--- src/rtl/cache_mem_unit.sv ---
// Direct-mapped, write-back, write-allocate cache with one word per line and an internal miss sequencer.
// Hits complete two cycles after the request; misses insert write-back and refill handshakes on the mem_* port.
module cache_mem_unit #(
  parameter int ADDR_W = 32,
  parameter int DATA_W = 32,
  parameter int LINES  = 16,
  parameter int CNT_W  = 16
) (
  input  logic              clk,
  input  logic              rst,
  input  logic              cpu_req,
  input  logic              cpu_we,
  input  logic              cpu_is_byte,
  input  logic [ADDR_W-1:0] cpu_addr,
  input  logic [DATA_W-1:0] cpu_wdata,
  output logic [DATA_W-1:0] cpu_rdata,
  output logic              cpu_ready,
  output logic              mem_req,
  output logic              mem_we,
  output logic [ADDR_W-1:0] mem_addr,
  output logic [DATA_W-1:0] mem_wdata,
  input  logic [DATA_W-1:0] mem_rdata,
  input  logic              mem_ack,
  output logic [CNT_W-1:0]  hit_cnt,
  output logic [CNT_W-1:0]  miss_cnt
);
  localparam int BYTES = DATA_W / 8;
  localparam int OFF_W = $clog2(BYTES);
  localparam int IDX_W = $clog2(LINES);
  localparam int TAG_W = ADDR_W - IDX_W - OFF_W;
  localparam logic [CNT_W-1:0] CNT_ONE = {{(CNT_W-1){1'b0}}, 1'b1};

  localparam logic [2:0] S_IDLE   = 3'd0;
  localparam logic [2:0] S_LOOKUP = 3'd1;
  localparam logic [2:0] S_WB     = 3'd2;
  localparam logic [2:0] S_REFILL = 3'd3;
  localparam logic [2:0] S_DONE   = 3'd4;

  logic [2:0]        state;
  logic [ADDR_W-1:0] req_addr;
  logic              req_we;
  logic              req_byte;
  logic [DATA_W-1:0] req_wdata;
  logic              first_lookup;

  logic [LINES-1:0]  valid;
  logic [LINES-1:0]  dirty;
  logic [TAG_W-1:0]  tag_mem  [LINES];
  logic [DATA_W-1:0] data_mem [LINES];

  logic [IDX_W-1:0]  idx;
  logic [TAG_W-1:0]  tag;
  logic [OFF_W-1:0]  off;
  logic [OFF_W+2:0]  bit_ofs;
  logic [DATA_W-1:0] line;
  logic              hit;
  logic [DATA_W-1:0] merged;
  logic [DATA_W-1:0] load_val;
  logic [ADDR_W-1:0] refill_addr;
  logic [ADDR_W-1:0] victim_addr;

  assign idx         = req_addr[OFF_W +: IDX_W];
  assign tag         = req_addr[ADDR_W-1 -: TAG_W];
  assign off         = req_addr[OFF_W-1:0];
  assign bit_ofs     = {off, 3'b000};
  assign line        = data_mem[idx];
  assign hit         = valid[idx] && (tag_mem[idx] == tag);
  assign refill_addr = {tag, idx, {OFF_W{1'b0}}};
  assign victim_addr = {tag_mem[idx], idx, {OFF_W{1'b0}}};

  always_comb begin
    merged = line;
    if (req_byte) merged[bit_ofs +: 8] = req_wdata[7:0];
    else          merged = req_wdata;
  end

  assign load_val = req_byte ? {{(DATA_W-8){1'b0}}, line[bit_ofs +: 8]} : line;

  // Line storage carries no reset; valid bits alone decide whether contents matter.
  always_ff @(posedge clk) begin
    if (state == S_LOOKUP && hit && req_we) data_mem[idx] <= merged;
    if (state == S_REFILL && mem_req && mem_ack) begin
      data_mem[idx] <= mem_rdata;
      tag_mem[idx]  <= tag;
    end
  end

  always_ff @(posedge clk or posedge rst) begin
    if (rst) begin
      state        <= S_IDLE;
      req_addr     <= '0;
      req_we       <= 1'b0;
      req_byte     <= 1'b0;
      req_wdata    <= '0;
      first_lookup <= 1'b0;
      valid        <= '0;
      dirty        <= '0;
      cpu_ready    <= 1'b0;
      cpu_rdata    <= '0;
      mem_req      <= 1'b0;
      mem_we       <= 1'b0;
      mem_addr     <= '0;
      mem_wdata    <= '0;
      hit_cnt      <= '0;
      miss_cnt     <= '0;
    end else begin
      case (state)
        S_IDLE: begin
          if (cpu_req) begin
            req_addr     <= cpu_addr;
            req_we       <= cpu_we;
            req_byte     <= cpu_is_byte;
            req_wdata    <= cpu_wdata;
            first_lookup <= 1'b1;
            state        <= S_LOOKUP;
          end
        end
        S_LOOKUP: begin
          // The re-lookup after a refill is a guaranteed hit and stays out of the statistics.
          first_lookup <= 1'b0;
          if (first_lookup) begin
            if (hit) hit_cnt  <= hit_cnt + CNT_ONE;
            else     miss_cnt <= miss_cnt + CNT_ONE;
          end
          if (hit) begin
            if (req_we) dirty[idx] <= 1'b1;
            else        cpu_rdata  <= load_val;
            cpu_ready <= 1'b1;
            state     <= S_DONE;
          end else if (valid[idx] && dirty[idx]) begin
            mem_req   <= 1'b1;
            mem_we    <= 1'b1;
            mem_addr  <= victim_addr;
            mem_wdata <= line;
            state     <= S_WB;
          end else begin
            mem_req  <= 1'b1;
            mem_we   <= 1'b0;
            mem_addr <= refill_addr;
            state    <= S_REFILL;
          end
        end
        S_WB: begin
          if (mem_ack) begin
            mem_req    <= 1'b0;
            dirty[idx] <= 1'b0;
            state      <= S_REFILL;
          end
        end
        S_REFILL: begin
          // Arriving from write-back, mem_req is low for one cycle before the refill is issued.
          if (!mem_req) begin
            mem_req  <= 1'b1;
            mem_we   <= 1'b0;
            mem_addr <= refill_addr;
          end else if (mem_ack) begin
            mem_req    <= 1'b0;
            valid[idx] <= 1'b1;
            dirty[idx] <= 1'b0;
            state      <= S_LOOKUP;
          end
        end
        S_DONE: begin
          cpu_ready <= 1'b0;
          state     <= S_IDLE;
        end
        default: state <= S_IDLE;
      endcase
    end
  end
endmodule

--- config.mk ---
export PLATFORM = sky130hd
export DESIGN_NAME = cache_mem_unit
export DESIGN_NICKNAME = d
export VERILOG_FILES = /design/src/rtl/cache_mem_unit.sv
export SDC_FILE = /design/constraint.sdc
export NUM_CORES = 1
export LEC_CHECK = 0
export BUFFER_PORTS_ARGS = -buffer_cell sky130_fd_sc_hd__buf_2
export CELL_PAD_IN_SITES_DETAIL_PLACEMENT = 1
export CELL_PAD_IN_SITES_GLOBAL_PLACEMENT = 1
export CORE_MARGIN = 2
export CORE_UTILIZATION = 45
export CTS_CLUSTER_SIZE = 8
export DETAILED_ROUTE_END_ITERATION = 8
export PLACE_DENSITY_LB_ADDON = 0.08
export SLEW_MARGIN = 30
export SYNTH_ARGS = -nofsm -noshare
export SYNTH_HDL_FRONTEND = slang
export SYNTH_SLANG_ARGS = --single-unit
--- constraint.sdc ---
create_clock -name clk -period 9.3 [get_ports clk]
set_input_delay 1.395 -clock clk [delete_from_list [all_inputs] [get_ports clk]]
set_output_delay 1.395 -clock clk [all_outputs]
set_load 0.1 [all_outputs]
Word level (Yosys, flattened, before mapping) --
Memory sizes are Yosys's and may differ from the RTL's. Cells that the tools add are included.
Storage, ports and cells: flip-flop bits (word level) 233, RAM bits 928, output and inout bits 131, logic and storage cells 113, memories kept 2
Memory list:
- data_mem | depth 16, width 32, read ports 1, clocked after memory_dff 0, write ports 1, line 49 | logic [DATA_W-1:0] data_mem [LINES];
- tag_mem | depth 16, width 26, read ports 1, clocked after memory_dff 0, write ports 1, line 48 | logic [TAG_W-1:0] tag_mem [LINES];
Operators by class: add/sub/neg operators 3, magnitude comparators 2, equality and inequality tests 13, shift operators 3, mux-type cells 43, bitwise gates (word level) 7, reduce and logical (&&, ||, !) cells 24
Operators by type and width (number):
- 32-bit 2-to-1 mux | 6
- 16-bit 2-to-1 mux | 4
- 32-bit one-hot mux with 2 select lines | 1
- 16-bit one-hot mux with 3 select lines | 1
- 16-bit by 1-bit adder with 16-bit output, second input constant | 2
- 32-bit bitwise mux | 1
- 16-bit OR | 2
- 8-bit by 7-bit variable shift with 32-bit output, first input constant | 1
- 32-bit by 6-bit indexed part select with 8-bit output | 1
- 8-bit by 7-bit indexed part select with 32-bit output | 1
- 26-bit == test | 1
- 3-bit AND reduction | 7
- 1-bit 2-to-1 mux | 17
- 16-bit AND | 1
- 2-bit != test, second input constant | 8
- 16-bit NOT | 1
- 3-bit 2-to-1 mux | 5
- 3-bit one-hot mux with 4 select lines | 1
- 1-bit binary-select mux with 4-bit select | 2
- 4-bit AND reduction | 2
- 1-bit logical AND | 7
- 5-bit negation with 7-bit output | 1
- 3-bit by 2-bit == test with 1-bit output, second input constant | 2
- 1-bit one-hot mux with 2 select lines | 3
- 12 further kinds | 17

Longest topological paths before layout --
Gate-level depths: netlist (run 1).
word-level depth 9, gate-level depth with buffers 17

Least setup slack after synthesis (run 1) --
No wires, ideal clock.
path type register to register, start point reg req_addr[2], end point mem data_mem[10][0], enable pin, setup time 421 ps, data arrival time 4248 ps, slack 4630 ps, cell stages (with the launch flop) 13, period minus slack after synthesis 4670 ps, cells stage by stage dfrtp_1 -> buf_4 -> mux4_2 -> nand3_1 -> o311ai_1 -> a2111oi_2 -> a31oi_1 -> or3_1 -> and4bb_1 -> buf_4 -> a21oi_1 -> clkbuf_1 -> nor2_1
On the way: word-level cells in the longest chain between the ends 8
RTL lines:
- start, declared | line 40 | logic [ADDR_W-1:0] req_addr;
- start signal, assigned | line 110 | req_addr <= cpu_addr;
- memory read 16 x 26 bit / 1-bit binary-select mux with 4-bit select (equally long branches)
- 26-bit == test / 1-bit 2-to-1 mux (equally long branches) | line 67 | assign hit = valid[idx] && (tag_mem[idx] == tag);
- 1-bit logical AND | line 67
- 1-bit logical AND (2 in a row) | line 81 | if (state == S_LOOKUP && hit && req_we) data_mem[idx] <= merged;
- 1-bit 2-to-1 mux | line 81
- 1-bit 2-to-1 mux (not written as such) | line 81
- 1-bit OR (no line)
- end, declared | line 49
Several ways; a longest one is shown, not always the timed one. The select of a mux whose other input is x is not followed.

Worst setup path in the final report (run 1) --
start point reg req_addr[3], end point mem data_mem[15][5], enable pin
The elaborated chain is that of the path after synthesis.

==> results of run 1 <==
-- registers in the layout (all words and copies together), names as in the netlist, named ones only --
register,count
state,3
req_byte,1
data_mem,512
miss_cnt,16
req_addr,32
mem_we,1
cpu_ready,1
first_lookup,1
mem_req,1
mem_wdata,32
mem_addr,30
cpu_rdata,32
valid,16
tag_mem,416
req_we,1
req_wdata,32
hit_cnt,16
-- area by class of cell --
class,instances,area (um^2)
Clock buffer,278,4600
Clock inverter,11,140
Fill cell,9610,49300
Inverter,34,136
Multi-Input combinational cell,1275,13200
Sequential cell,1159,33700
Tap cell,1391,1740
Timing Repair Buffer,320,2230
-- worst reg2reg max path, delay by kind of cell, from the launching register on --
family                    cells  cell delay [ps]
buffers and inverters         3             1280
AOI/OAI and AO/OA             2              590
xor gates and xnor gates      1              300
muxes                         3              890
DFF                           1              910
and+or+nand+nor               3             1320
-- per-layer routing --
metal / track usage (%) / vias up
li1: - / 11100
met4: 7.06 / 2
met2: 41.7 / 858
met5: 0 / -
met3: 4.14 / 189
met1: 35.1 / 14200
-- through the flow --
| stage | power (mW) | utilization [%] | hold slack (ps) | cells | area, um^2 |
|---|---|---|---|---|---|
| 6_report | 20.2 | 53.1 | 462 | 4468 | 55700 |
| 5_1_grt | 21.0 | 53.1 | 476 | 4468 | 55700 |
| 4_1_cts | 20.3 | 53.0 | 468 | 4466 | 55600 |
| 3_5_place_dp | 14.8 | 48.5 | 453 | 4177 | 50900 |
| 3_3_place_gp | 14.5 | 48.0 | 447 | 4159 | 50400 |
| 2_1_floorplan | 12.1 | - | 434 | 2621 | 47400 |
-- power groups by stage --
stage	clock [mW]	sequential, mW	combinational [mW]
floorplan	0	8.00	4.08
global placement	0	7.84	6.67
detailed placement	0	7.89	6.89
global route	5.83	7.84	7.34
finish	5.51	7.76	6.90
CTS	5.62	7.80	6.92
-- final timing paths --
path                             start               to  slack, ps  cells after the start
max                        req_addr[3]  data_mem[15][5]       3660                     12
max in group asynchronous          rst      req_addr[4]       7230                      3
min in group asynchronous          rst       hit_cnt[3]        720                      2
max reg2reg                req_addr[3]  data_mem[15][5]       3660                     12
min reg2reg                hit_cnt[15]      hit_cnt[15]        460                      1
min                        hit_cnt[15]      hit_cnt[15]        460                      1
-- placed cells by master, fill, tap and decap left out, types with 33 or more instances in the layout --
cell,instances
nand2_1,156
o21ai_0,42
nor2_4,34
edfxtp_1,928
clkbuf_1,111
mux2_1,73
nor2_1,84
mux2i_1,84
mux4_2,248
buf_2,230
nand3_1,40
mux2_2,91
a221oi_1,33
a21oi_1,44
buf_4,67
clkbuf_16,167
dfrtp_1,227
-- cell usage after synthesis, types with 6 or more instances --
cell	number
nand3_1	40
a21oi_1	46
o31ai_1	27
buf_2	38
a22oi_1	9
nand2_1	156
o21ai_0	42
mux2_2	91
mux2i_1	84
nor3_1	25
buf_1	16
and2_1	23
a31oi_1	20
buf_6	22
nor2_1	125
edfxtp_1	928
xnor2_1	32
mux2_4	6
nand2b_1	7
inv_1	31
a211oi_1	6
or2_2	16
or3_1	6
nor4_1	10
mux4_2	248
buf_4	13
o22ai_1	17
and3_1	19
dfrtp_1	231
ha_1	7
clkbuf_1	62
nand4_1	12
nor2b_1	9
xor2_1	20
a221oi_1	33
mux2_1	73
-- cell families after synthesis --
| kind of cell | after synthesis | synth area share [%] |
|---|---|---|
| AO/OA/AOI/OAI | 248 | 3.63 |
| multiplexers | 502 | 17.6 |
| buffers and inverters | 187 | 2.08 |
| flip-flops | 1159 | 70.9 |
| AND/OR/NAND/NOR | 464 | 4.59 |
| other | 1 | 0.00790 |
| XOR/XNOR | 52 | 0.960 |
| adder cells (fa/ha/maj) | 7 | 0.185 |
==> qor.yml, run 1 <==
synthFlopType: "edfxtp_1"
status: "finished clean"
slew_headroom_pct: 36.7
yosys-top-cells-area: "edfxtp_1, dfrtp_1, mux4_2, mux2_2, mux2i_1"
critPathMaxStageDelay_ps: 910
yosys.area.top_type: "edfxtp_1"
arrival_ps: 6070
netSwitchingFraction_pct: 36.7
ir_drop_mv: 0.285
p_sw_mw: 7.41
skew_ps: 28.9
cp_max_fo: 49
clockBufferDepth: 3
clock_latency_ps: 760
setup_viol: 0
hold_viol_final: 0
pwr-share-comb_pct: 34.2
grt_pass1_wl_um: 198000
cts.sinks: 1159
p_clk_share_pct: 27.3
start_kind: "register"
drt_iter0_markers: 2396
rsz0062_at_grt: "no"
dr_wl_met2_um: 66700
grt_pass1_vias: 28000
cts-root-buf: "clkbuf_16"
coreArea_um2: 105000
synth_cells: 2620
routed-wl-met3_um: 7300
drc: 0
gr-total-overflow: 0
syn2layout_area_growth_pct: 17.4
ys_warn_count: 0
num_vias: 26300
drv_cap: 0
fmax_mhz: 177
htree_num_levels: 4
postCtsSetupBuffers: 0
cts_hold_buf: 0
grt_max_degree: 131
path_clk_slew_ps: 50
setup_ws_ps: 3660
p_leak_nw: 20.0
critical_path_buf_inv_count: 3
cp_cell_sequence: "buf_4 -> mux4_2 -> mux2i_1 -> mux2i_1 -> xnor2_1 -> o2111ai_1 -> nor3_1 -> and4bb_1 -> a21oi_4 -> buf_16 -> nor2_4 -> buf_16"
drt-total-wl_um: 134000
die-width_um: 329
tritoncts: "done"
drive_gt1_share_pct: 30.3
antenna_found_initial: 3
post_drt_wl_per_cell_um: 30.1
ys_ff_latch: 1159
cts_resized: 0
wl_met1_um: 57200
worst_hold_path_type: "reg -> reg"
fin_nets: 3062
critPathTopFamily: "simple AND/OR/NAND/NOR gates"
antennaDiodeCount: 0
drt_first_pass_iters: 7
final.min_clock_period_ps: 5640
cts-buffers-inserted: 163
highest_layer: "met5"
required_ps: 9730
place_hpwl_um: 83800
synth-seq-area-share_pct: 70.9
worst_setup_path_end_kind: "register"
portBuffers: 230
dieArea_um2: 108000
critical-path-slowest-cell: "dfrtp_4"
dpl_worst_slack_ps: 3050
gp_congestion: 0.811
p_per_area_nw_per_um2: 362
synth_area_um2: 47400
synth_edf_count: 928
fin_tns_setup_ps: 0
drtAntennaViolNets: 0
vias_per_cell: 5.89
avgSynthCellArea_um2: 18.1
worst_pin_slew_ps: 950
grt_usage_pct: 25.3
ios: 233
finalMaxSlewViolations: 0
ys_types: 76
pwr-share-seq_pct: 38.5
placementRows: 119
critical_path_class: "reg -> reg"
start_util_pct: 45.2
synth_top_area_share_pct: 58.7
dieHeight_um: 329
p_int_mw: 12.8
async_reset_ff_share_pct: 19.9
period_share_pct: 60.6
No activity file was read; power rests on OpenSTA's default activity.
==> run 2, diff against run 1 <==
clock period = 5.3 ns   (was 9.3 ns; I/O delays follow)
==> run 2 against run 1 <==
Non-clock buffer count increased by 39. Core utilization increased by 0.15 points. Global-route usage increased by 0.20 points. Critical path depth decreased by 6. Critical path type unchanged. Routed wire length increased by 1.1%.
==> qor.yml, run 2 (same netlist as run 1, synthesis figures left out) <==
gp_congestion: 0.817  # +0.80%
required_ps: 5690  # -4040 ps
antenna_found_initial: 1  # -2
drt-total-wl_um: 136000  # +1.1%
worst_setup_path_end_kind: "register"
cts.sinks: 1159  # unchanged
syn2layout_area_growth_pct: 17.7
die-width_um: 329  # unchanged
most-common-layout-cells: "edfxtp_1, mux4_2, buf_2"
p_leak_nw: 20.1  # +0.73%
placementRows: 119  # unchanged
num_vias: 26300  # +0.0076%
finalMaxSlewViolations: 0  # unchanged
placed_area_um2: 51100  # +0.35%
postCtsSetupBuffers: 0  # unchanged
p_total_mw: 35.2  # +75%
finalCoreUtilization_pct: 53.2  # +0.15 points
routed-wl-met3_um: 6870  # -5.9%
drt_first_pass_iters: 5  # -2
fmax_mhz: 207  # +17%
drc: 0  # unchanged
post_drt_wl_per_cell_um: 30.2  # +0.38%
slew_headroom_pct: 37.9  # +1.3 points
p_per_area_nw_per_um2: 630  # +74%
place_hpwl_um: 82900  # -1.0%
fin_tns_setup_ps: 0  # unchanged
htree_num_levels: 4  # unchanged
status: "finished clean"
start_util_pct: 45.2  # unchanged
final.min_clock_period_ps: 4830  # -810 ps
drive_gt1_share_pct: 30.9  # +0.61 points
ir_drop_mv: 0.449  # +57%
skew_ps: 36.7  # +7.83 ps
grt_pass1_wl_um: 199000  # +0.68%
cts_hold_buf: 0  # unchanged
grt_pass1_vias: 28400  # +1.3%
rr_worst_depth: 6  # -6
cts-root-buf: "clkbuf_16"
worst_hold_path_type: "in -> async"
dr_wl_met2_um: 69500  # +4.1%
hold_viol_final: 0  # unchanged
clock_latency_ps: 760  # about the same
dieArea_um2: 108000  # unchanged
largest_register: "data_mem"
dieHeight_um: 329  # unchanged
gr-total-overflow: 0  # unchanged
r2r-end: "data_mem[0][1]"
period_share_pct: 91.1  # +30 points
crit_path_start: "req_addr[2]"
grt_usage_pct: 25.5  # +0.20 points
grt_max_degree: 110  # -16%
worst_pin_slew_ps: 931  # -19.1 ps
arrival_ps: 5220  # -850 ps
final_common_cell: "edfxtp_1"
path_clk_slew_ps: 60  # about the same
cts-buffers-inserted: 163  # unchanged
largest_reg_flops: 512  # unchanged
start_kind: "register"
critical_path_class: "reg -> reg"
reg2reg_from: "req_addr[2]"
highest_layer: "met5"
drt_iter0_markers: 2183  # -8.9%
vias_per_cell: 5.84  # -0.75%
cp_max_fo: 36  # -27%
final_area_um2: 55900  # +0.28%
top_regs: "data_mem (512), tag_mem (416)"
fin_nets: 3101  # +1.3%
drtAntennaViolNets: 0  # unchanged
ios: 233  # unchanged
wl_met1_um: 56800  # -0.81%
clockBufferDepth: 3  # unchanged
cts_resized: 0  # unchanged
coreArea_um2: 105000  # unchanged
setup_viol: 0  # unchanged
r2r_slack_ps: 470  # -3190 ps
portBuffers: 230  # unchanged
drv_cap: 0  # unchanged
whs_ps: 153  # -309 ps
tritoncts: "done"
rsz0062_at_grt: "no"
-- run 2: layout make-up --
type | count | area (um^2)
diodes | 1 | 2.50
clock buffers | 273 | 4580
clock inverters | 10 | 136
fillers | 9584 | 49100
inverters | 34 | 133
multi-input cells | 1275 | 13100
flip-flops and latches | 1159 | 33700
well taps | 1391 | 1740
repair buffers | 359 | 2480
-- run 2: worst max-delay path by stage --
stage                                   to  cells past startpoint
after global placement    data_mem[14][14]                      6
after global routing       data_mem[12][3]                      6
after floorplan            data_mem[10][0]                     12
after CTS                  data_mem[12][3]                      6
final                       data_mem[0][1]                      6
after detailed placement   data_mem[11][3]                      6
-- run 2: per-stage QoR --
stage / std cells / worst slack [ps]
CTS: 4500 / 296
finish: 4502 / 472
detailed placement: 4217 / 303
global placement: 4216 / 280
floorplan: 2621 / 630
global route: 4501 / 104
-- run 2: metal layers --
layer,up-vias,GRT usage [%]
met5,-,0
met4,2,6.73
met3,175,4.31
met2,779,43.4
met1,14200,34.2
li1,11200,-
-- run 2: worst max-delay path, cell delays in order (launching register included) --
cell	delay, ps
dfrtp_4	820
buf_4	560
buf_4	690
mux4_2	590
mux4_2	600
a221oi_1	670
nor2_1	400
-- run 2: where the power goes --
| group | switching (mW) | internal (mW) |
|---|---|---|
| clock network | 3.85 | 5.83 |
| logic | 7.60 | 4.31 |
| registers | 1.25 | 12.4 |
| total | 12.7 | 22.5 |
